--- src/rtl/rename_unit_param_if.sv ---
// Decode/dispatch/ROB-facing signal bundle of the rename stage.
// The master side drives instructions, commits and flush; the slave side is the rename unit.
interface rename_unit_param_if #(
    parameter int unsigned NUM_ARCH = 8,
    parameter int unsigned NUM_PHYS = 32
);
    localparam int unsigned AW = $clog2(NUM_ARCH);
    localparam int unsigned PW = $clog2(NUM_PHYS);

    logic          ren_valid;
    logic          ren_ready;
    logic          ren_has_dest;
    logic [AW-1:0] ren_dest;
    logic [AW-1:0] ren_sr1;
    logic [AW-1:0] ren_sr2;

    logic          out_valid;
    logic [PW-1:0] out_sr1;
    logic [PW-1:0] out_sr2;
    logic [PW-1:0] out_dest;
    logic [PW-1:0] out_prev;

    logic          commit_valid;
    logic          commit_has_dest;
    logic [AW-1:0] commit_arch;
    logic [PW-1:0] commit_phys;
    logic [PW-1:0] commit_prev;

    logic          flush;
    logic [PW:0]   free_count;

    modport master (
        output ren_valid, ren_has_dest, ren_dest, ren_sr1, ren_sr2,
        output commit_valid, commit_has_dest, commit_arch, commit_phys, commit_prev, flush,
        input  ren_ready, out_valid, out_sr1, out_sr2, out_dest, out_prev, free_count
    );

    modport slave (
        input  ren_valid, ren_has_dest, ren_dest, ren_sr1, ren_sr2,
        input  commit_valid, commit_has_dest, commit_arch, commit_phys, commit_prev, flush,
        output ren_ready, out_valid, out_sr1, out_sr2, out_dest, out_prev, free_count
    );
endinterface

--- src/rtl/rename_unit_param.sv ---
// Register rename stage: speculative and committed RATs, circular free list,
// single-cycle flush recovery and a one-cycle registered rename result.
module rename_unit_param #(
    parameter int unsigned NUM_ARCH = 8,
    parameter int unsigned NUM_PHYS = 32
) (
    input logic                clk,
    input logic                rst_n,
    rename_unit_param_if.slave rn_io
);
    localparam int unsigned AW      = $clog2(NUM_ARCH);
    localparam int unsigned PW      = $clog2(NUM_PHYS);
    localparam int unsigned NumFree = NUM_PHYS - NUM_ARCH;

    logic [PW-1:0] spec_rat_q [NUM_ARCH];
    logic [PW-1:0] spec_rat_d [NUM_ARCH];
    logic [PW-1:0] arch_rat_q [NUM_ARCH];
    logic [PW-1:0] arch_rat_d [NUM_ARCH];
    logic [PW-1:0] free_q     [NUM_PHYS];

    // Pointers carry one extra wrap bit so full and empty are distinguishable.
    logic [PW:0]   head_q, head_d;
    logic [PW:0]   commit_head_q, commit_head_d;
    logic [PW:0]   tail_q, tail_d;

    logic          out_valid_q;
    logic [PW-1:0] out_sr1_q, out_sr2_q, out_dest_q, out_prev_q;

    logic [PW:0]   free_count;
    logic          ren_ready;
    logic          accept;
    logic          alloc;
    logic          commit_fire;
    logic [PW-1:0] alloc_phys;

    assign free_count  = tail_q - head_q;
    assign ren_ready   = !rn_io.flush && (free_count != '0);
    assign accept      = rn_io.ren_valid && ren_ready;
    assign alloc       = accept && rn_io.ren_has_dest;
    assign commit_fire = rn_io.commit_valid && rn_io.commit_has_dest;
    assign alloc_phys  = free_q[head_q[PW-1:0]];

    assign rn_io.ren_ready  = ren_ready;
    assign rn_io.free_count = free_count;
    assign rn_io.out_valid  = out_valid_q;
    assign rn_io.out_sr1    = out_sr1_q;
    assign rn_io.out_sr2    = out_sr2_q;
    assign rn_io.out_dest   = out_dest_q;
    assign rn_io.out_prev   = out_prev_q;

    always_comb begin
        arch_rat_d = arch_rat_q;
        if (commit_fire) begin
            arch_rat_d[rn_io.commit_arch] = rn_io.commit_phys;
        end

        // Flush restores from the committed map including this cycle's commit.
        spec_rat_d = spec_rat_q;
        if (rn_io.flush) begin
            spec_rat_d = arch_rat_d;
        end else if (alloc) begin
            spec_rat_d[rn_io.ren_dest] = alloc_phys;
        end

        commit_head_d = commit_head_q + {{PW{1'b0}}, commit_fire};
        tail_d        = tail_q + {{PW{1'b0}}, commit_fire};
        head_d        = rn_io.flush ? commit_head_d : head_q + {{PW{1'b0}}, alloc};
    end

    always_ff @(posedge clk or negedge rst_n) begin
        if (!rst_n) begin
            for (int unsigned i = 0; i < NUM_ARCH; i++) begin
                spec_rat_q[i] <= PW'(i);
                arch_rat_q[i] <= PW'(i);
            end
            for (int unsigned i = 0; i < NUM_PHYS; i++) begin
                free_q[i] <= (i < NumFree) ? PW'(i + NUM_ARCH) : '0;
            end
            head_q        <= '0;
            commit_head_q <= '0;
            tail_q        <= (PW+1)'(NumFree);
            out_valid_q   <= 1'b0;
            out_sr1_q     <= '0;
            out_sr2_q     <= '0;
            out_dest_q    <= '0;
            out_prev_q    <= '0;
        end else begin
            spec_rat_q    <= spec_rat_d;
            arch_rat_q    <= arch_rat_d;
            head_q        <= head_d;
            commit_head_q <= commit_head_d;
            tail_q        <= tail_d;
            if (commit_fire) begin
                free_q[tail_q[PW-1:0]] <= rn_io.commit_prev;
            end
            out_valid_q <= accept;
            // Sources read the map as it stood before this cycle's allocation.
            if (accept) begin
                out_sr1_q  <= spec_rat_q[rn_io.ren_sr1];
                out_sr2_q  <= spec_rat_q[rn_io.ren_sr2];
                out_prev_q <= spec_rat_q[rn_io.ren_dest];
                out_dest_q <= rn_io.ren_has_dest ? alloc_phys : '0;
            end
        end
    end
endmodule
--- src/flat_wrapper.sv ---
// flat-port wrapper written by rule: the top's interface ports become plain ports
module rename_unit_param_flat 
#(
    parameter int unsigned NUM_ARCH = 8,
    parameter int unsigned NUM_PHYS = 32
)
  (clk, rst_n, rn_io_ren_valid, rn_io_ren_has_dest, rn_io_ren_dest, rn_io_ren_sr1, rn_io_ren_sr2, rn_io_commit_valid, rn_io_commit_has_dest, rn_io_commit_arch, rn_io_commit_phys, rn_io_commit_prev, rn_io_flush, rn_io_ren_ready, rn_io_out_valid, rn_io_out_sr1, rn_io_out_sr2, rn_io_out_dest, rn_io_out_prev, rn_io_free_count);
  rename_unit_param_if #(.NUM_ARCH(NUM_ARCH), .NUM_PHYS(NUM_PHYS)) rn_io_i ();
  input logic clk;
  input logic rst_n;
  input wire logic [$bits(rn_io_i.ren_valid)-1:0] rn_io_ren_valid;
  input wire logic [$bits(rn_io_i.ren_has_dest)-1:0] rn_io_ren_has_dest;
  input wire logic [$bits(rn_io_i.ren_dest)-1:0] rn_io_ren_dest;
  input wire logic [$bits(rn_io_i.ren_sr1)-1:0] rn_io_ren_sr1;
  input wire logic [$bits(rn_io_i.ren_sr2)-1:0] rn_io_ren_sr2;
  input wire logic [$bits(rn_io_i.commit_valid)-1:0] rn_io_commit_valid;
  input wire logic [$bits(rn_io_i.commit_has_dest)-1:0] rn_io_commit_has_dest;
  input wire logic [$bits(rn_io_i.commit_arch)-1:0] rn_io_commit_arch;
  input wire logic [$bits(rn_io_i.commit_phys)-1:0] rn_io_commit_phys;
  input wire logic [$bits(rn_io_i.commit_prev)-1:0] rn_io_commit_prev;
  input wire logic [$bits(rn_io_i.flush)-1:0] rn_io_flush;
  output wire logic [$bits(rn_io_i.ren_ready)-1:0] rn_io_ren_ready;
  output wire logic [$bits(rn_io_i.out_valid)-1:0] rn_io_out_valid;
  output wire logic [$bits(rn_io_i.out_sr1)-1:0] rn_io_out_sr1;
  output wire logic [$bits(rn_io_i.out_sr2)-1:0] rn_io_out_sr2;
  output wire logic [$bits(rn_io_i.out_dest)-1:0] rn_io_out_dest;
  output wire logic [$bits(rn_io_i.out_prev)-1:0] rn_io_out_prev;
  output wire logic [$bits(rn_io_i.free_count)-1:0] rn_io_free_count;
  assign rn_io_i.ren_valid = rn_io_ren_valid;
  assign rn_io_i.ren_has_dest = rn_io_ren_has_dest;
  assign rn_io_i.ren_dest = rn_io_ren_dest;
  assign rn_io_i.ren_sr1 = rn_io_ren_sr1;
  assign rn_io_i.ren_sr2 = rn_io_ren_sr2;
  assign rn_io_i.commit_valid = rn_io_commit_valid;
  assign rn_io_i.commit_has_dest = rn_io_commit_has_dest;
  assign rn_io_i.commit_arch = rn_io_commit_arch;
  assign rn_io_i.commit_phys = rn_io_commit_phys;
  assign rn_io_i.commit_prev = rn_io_commit_prev;
  assign rn_io_i.flush = rn_io_flush;
  assign rn_io_ren_ready = rn_io_i.ren_ready;
  assign rn_io_out_valid = rn_io_i.out_valid;
  assign rn_io_out_sr1 = rn_io_i.out_sr1;
  assign rn_io_out_sr2 = rn_io_i.out_sr2;
  assign rn_io_out_dest = rn_io_i.out_dest;
  assign rn_io_out_prev = rn_io_i.out_prev;
  assign rn_io_free_count = rn_io_i.free_count;
  rename_unit_param #(.NUM_ARCH(NUM_ARCH), .NUM_PHYS(NUM_PHYS)) u_core (.clk(clk), .rst_n(rst_n), .rn_io(rn_io_i));
endmodule
--- config.mk ---
export PLATFORM = sky130hd
export DESIGN_NAME = rename_unit_param_flat
export DESIGN_NICKNAME = d
export VERILOG_FILES = /design/src/rtl/rename_unit_param_if.sv /design/src/rtl/rename_unit_param.sv /design/src/flat_wrapper.sv
export SDC_FILE = /design/constraint.sdc
export NUM_CORES = 1
export LEC_CHECK = 0
export CORE_ASPECT_RATIO = 1.5
export CORE_MARGIN = 2
export CORE_UTILIZATION = 40
export CTS_BUF_LIST = sky130_fd_sc_hd__clkbuf_16
export CTS_CLUSTER_DIAMETER = 120
export DETAILED_ROUTE_END_ITERATION = 10
export PLACE_DENSITY = 0.55
export SLEW_MARGIN = 20
export SYNTH_ARGS = -nofsm -noshare
export SYNTH_HDL_FRONTEND = slang
export SYNTH_SLANG_ARGS = --single-unit
--- constraint.sdc ---
create_clock -name clk -period 5.1 [get_ports clk]
set_clock_uncertainty 0.15 [all_clocks]
set_input_delay 1.53 -clock clk [delete_from_list [all_inputs] [get_ports clk]]
set_output_delay 1.53 -clock clk [all_outputs]
set_load 0.01 [all_outputs]
---- Word-level counts from Yosys, hierarchy flattened ----
Cells that the tools add are included.
Widths: inputs -> output; s select.
cells by class
  $add $sub $neg .......................... 4
  order comparisons ....................... 9
  multiplexer cells ....................... 26
  bitwise operators ....................... 6
  reductions and logical operators ........ 10
operator list
  kind                count
  $bwmux 160          1
  $mux 40             3
  $bwmux 40           2
  $mux 5              12
  $bmux 5 s3          3
  $demux 5 s3         2
  $bmux 5 s5          1
  $demux 5 s5         1
  $add 6x1->6         3
  $ge 4x4->1 const B  4
  $not 3->4           4
  $ge 6x6->1 const B  2
  $not 5->6           2
  $lt 4x1->1 const B  2
  $logic_and 1x1->1   7
  $lt 6x1->1 const B  1
  $mux 6              1
  $reduce_bool 6->1   1
  $sub 6x6->6         1
  $reduce_bool 2->1   1
  $logic_not 1->1     1
storage, ports and cells
  flip-flop bits (word level) ............. 279
  output and inout port bits .............. 28
  word-level logic and storage cells ...... 111

---- Logic depth before layout (Yosys ltp) ----
  depth in word-level cells ............... 8
  gate-level depth with buffers ........... 16

---- Worst setup path after synthesis ----
OpenSTA, ideal clock, no wires.
  kind .................................... flip-flop to output port
  start point ............................. register u_core.head_q[1]
  end point ............................... output rn_io_ren_ready
  arrival time ............................ 2.829 ns
  data required time ...................... 3.420 ns
  setup slack ............................. 0.591 ns
  cell stages (with the launch flop) ...... 11
  path buffers ............................ 3
  cell sequence ........................... dfrtp_1 -> clkbuf_1 -> buf_2 -> buf_2 -> inv_1 -> fa_1 -> xor2_1 -> nor4b_1 -> mux2i_1 -> nor4_2 -> nor2_1
on the way
  longest elaborated chain between the ends .. 3
RTL lines
  item                     RTL line                 RTL
  start, declared          rename_unit_param.sv:22  logic [PW:0] head_q, head_d;
  start signal, assigned   rename_unit_param.sv:79  head_q <= '0;
  start signal, assigned   rename_unit_param.sv:90  head_q <= head_d;
  $sub 6x6->6              rename_unit_param.sv:36  assign free_count = tail_q - head_q;
  via rn_io_free_count[2]  flat_wrapper.sv:28       output wire logic [$bits(rn_io_i.free_count)-1:0] rn_io_free_count;
  $reduce_bool 6->1        rename_unit_param.sv:37  assign ren_ready = !rn_io.flush && (free_count != '0);
  $logic_and 1x1->1        rename_unit_param.sv:37
  end, declared            flat_wrapper.sv:22       output wire logic [$bits(rn_io_i.ren_ready)-1:0] rn_io_ren_ready;
The timed path passes the listed nets, and every way through them passes these cells.

---- Worst setup path after layout ----
  start point ............................. register u_core.head_q[4]
  end point ............................... output rn_io_free_count[5]
on the way
  longest elaborated chain between the ends .. 1
RTL lines
  item           RTL line
  $sub 6x6->6    rename_unit_param.sv:36
  end, declared  flat_wrapper.sv:28
Every way passes these cells.

==> results.yml <==
final_layout:
  finalNetCount: 1089
  num_antenna_cells: 0
  drive_gt1_frac: 0.445
  area_delta_synth_final_pct: 14.7
  nFillCells: 3059
drt:
  firstDrtPassIters: 5
  vias: 8325
  drt_iter0_drc: 353
  wl_met1_um: 13200
  wl_met2_um: 19200
  vias_per_cell: 5.57
  met3_length_um: 1090
  remaining_drc_errors: 0
  top_layer_used: "met4"
  drt-total-wl_um: 34800
  antenna_left: 0
  avgRoutedWirePerCell_um: 23.3
timing:
  slew_viol_final: 0
  min_period_over_period: 0.957
  rsz0062_at_grt: "false"
  worstMarginPinSlew_ns: 1.08
  fmax_mhz: 205
  fin_setup_tns_ns: 0
  setup_viol: 0
  fin_ws_ns: 0.221
  timing.final.hold_violations: 0
  slew_headroom: 0.277
  period_needed_ns: 4.88
critical_path:
  cp_max_fo: 7
  crit_path_top_delay_cell: "clkdlybuf4s50_1"
  crit_chain: "clkinv_1, ha_1, and2_1, o21a_1, a31o_2, or2_2, clkdlybuf4s50_1"
  r2r_cells: 12
  crit_buf_inv: 2
  crit_path_start_kind: "flip-flop"
  critPathKind: "reg -> out"
  end_kind: "primary output"
  cp_top_family: "buffers and inverters"
  cp.arrival_ns: 3.20
  crit_required_ns: 3.42
  cp.depth: 7
  cp_slowest_stage_delay_ns: 0.49
placement:
  place_congestion: 0.793
  post-place-ws_ns: 0.561
  hpwl_um: 25000
  portBuffers: 56
flow_run:
  drv_cap: 0
yosys:
  yosys_register_bits: 279
  yosys-top-cells-area: "dfrtp_1 34%, mux2_2 19%, dfstp_2 18%, mux4_2 9.6%, mux2i_1 4.5%"
  synth_edf_count: 0
  synth-main-ff-cell: "dfrtp_1"
  post-synth-top-count-cell: "mux2_2"
  syn_avg_cell_area_um2: 13.9
  ys_seq_area_frac: 0.515
  synth_area_mm2: 0.0138
  synthArstFlopShare: 1.00
  synth_common_cells: "229 x mux2_2, 185 x dfrtp_1, 94 x dfstp_2"
  postSynthCellCount: 994
  synth_top_area_cell: "dfrtp_1"
  syn_nets: 1035
  yosys.area.top_type_share: 0.336
  synthDistinctLibCells: 56
  ys_warn_count: 0
floorplan:
  pin_count: 57
  num_rows: 83
  core-area_mm2: 0.0341
  fp.dieH_um: 231
  start_util: 0.405
  die_x_um: 156
  die_area_mm2: 0.0360
global_routing:
  grt_use_total: 0.198
  grt_overflow: 0
  grt_max_degree: 90
  antenna_found_initial: 0
  grt_first_pass_wirelength_um: 54300
  grt_pass1_vias: 9009
pwr:
  power_leakage_nw: 6.75
  ir_worst_vdd_mv: 0.301
  powerDensity_mw_per_mm2: 552
clock_network:
  clk_pin_slew_worst_paths_ns: 0.06
  cts_sinks: 279
  cts-root-buf: "clkbuf_16"
  clock_latency_ns: 0.56
  htree_levels: 1
  cts_max_path_buffers: 3
  cts_buffers: 29
  cts_tree: "done"
run_status:
  status: "complete, no violations"
worst_hold_path:
  hold_path_class: "reg -> reg"
  min_delay_path_depth: 2
worst paths after layout:
kind                                                     startpoint                                   to  slack [ns]
worst max-delay path                     u_core.head_q[4]$_DFF_PN0_                  rn_io_free_count[5]        0.22
worst min-delay path            u_core.rn_io.out_sr1[1]$_DFFE_PN0N_  u_core.rn_io.out_sr1[1]$_DFFE_PN0N_        0.33
worst max register to register           u_core.head_q[4]$_DFF_PN0_           u_core.head_q[4]$_DFF_PN0_        1.49
worst min register to register  u_core.rn_io.out_sr1[1]$_DFFE_PN0N_  u_core.rn_io.out_sr1[1]$_DFFE_PN0N_        0.33
max in group asynchronous                                     rst_n      u_core.arch_rat_q[10]$_DFF_PN1_        2.98
min in group asynchronous                                     rst_n      u_core.arch_rat_q[31]$_DFF_PN0_        0.81
report_power, final:
group	leakage, nW	switching (mW)	internal, mW
registers	3.37	0.438	3.07
clock network	0.466	0.875	1.18
logic	2.91	1.61	1.55
total	6.75	2.92	5.80
routing by layer:
metal | global-route usage | vias up
li1 | - | 3790
met1 | 0.219 | 4302
met2 | 0.382 | 169
met3 | 0.0221 | 64
met4 | 0.0765 | 0
met5 | 0 | -
worst reg2reg max path, delay by kind of cell (launching register included):
family | cells | cell delay [ns]
AO/OA/AOI/OAI | 4 | 1.08
XOR/XNOR | 1 | 0.11
adder cells (fa/ha/maj) | 3 | 0.94
buffers and inverters | 1 | 0.28
flip-flops | 1 | 0.45
AND/OR/NAND/NOR | 3 | 0.44
flip-flops by register name (all words and copies together) (netlist names):
name and cells:
u_core.rn_io.out_prev 5, u_core.commit_head_q 6, u_core.tail_q 6, u_core.arch_rat_q 40
u_core.rn_io.out_sr1 5, u_core.rn_io.out_sr2 5, u_core.rn_io.out_valid 1, u_core.head_q 6
u_core.spec_rat_q 40, u_core.rn_io.out_dest 5, u_core.free_q 160
layout by cell type, fill, tap and decap left out, types with 4 or more instances in the layout:
| master | count |
|---|---|
| clkbuf_16 | 29 |
| xnor2_1 | 10 |
| a211o_1 | 6 |
| o221ai_1 | 8 |
| or3_1 | 6 |
| nor2_1 | 26 |
| a22o_1 | 4 |
| clkinv_1 | 9 |
| nor3_1 | 7 |
| nor2b_1 | 10 |
| a211oi_1 | 5 |
| clkinv_2 | 7 |
| xor2_1 | 5 |
| nand2_1 | 52 |
| mux2_2 | 229 |
| nand2b_1 | 7 |
| nand3_1 | 21 |
| nand3b_1 | 6 |
| and3_1 | 5 |
| dfrtp_1 | 184 |
| mux4_2 | 59 |
| buf_4 | 29 |
| mux2i_1 | 61 |
| a22oi_1 | 6 |
| clkdlybuf4s50_1 | 53 |
| ha_1 | 11 |
| inv_1 | 16 |
| a21oi_1 | 15 |
| o21ai_0 | 31 |
| dfstp_2 | 94 |
| nor3b_1 | 6 |
per-stage QoR:
step	util	cells	power, mW	hold slack (ns)	cell area, um^2
finish	0.464	1495	8.72	0.327	15800
CTS	0.463	1494	8.81	0.334	15800
global placement	0.436	1441	6.64	0.311	14900
global route	0.464	1495	9.24	0.353	15800
detailed placement	0.436	1441	6.70	0.320	14900
floorplan	-	994	5.51	0.293	13800
timing repair:
item | in CTS | in global routing
endpoints found under the setup margin | 1 | 1
endpoints found under the hold margin | 0 | 0
pin swaps | 0 | 2
setup buffers | 0 | 1
resized for setup | 2 | 5
hold buffers | 0 | 0
cells by family (layout without fill, tap and decap cells):
group	after synthesis	in the layout	synth area share
multiplexers	353	353	0.332
flip-flops	279	279	0.515
AND/OR/NAND/NOR	164	164	0.0626
AO/OA/AOI/OAI	92	92	0.0454
buffers and inverters	78	154	0.0231
XOR/XNOR	16	16	0.0107
adder cells (fa/ha/maj)	12	12	0.0114
cell type report:
cell class,instances,area [um^2],area share
clock buffer,29,726,0.0459
clock inverter,24,181,0.0115
inverter,14,52.6,0.00332
multi-input combinational,637,6400,0.405
sequential,279,7100,0.449
tap,425,532,0.0336
timing repair buffer,87,821,0.0519
No activity file was read; power rests on OpenSTA's default activity.
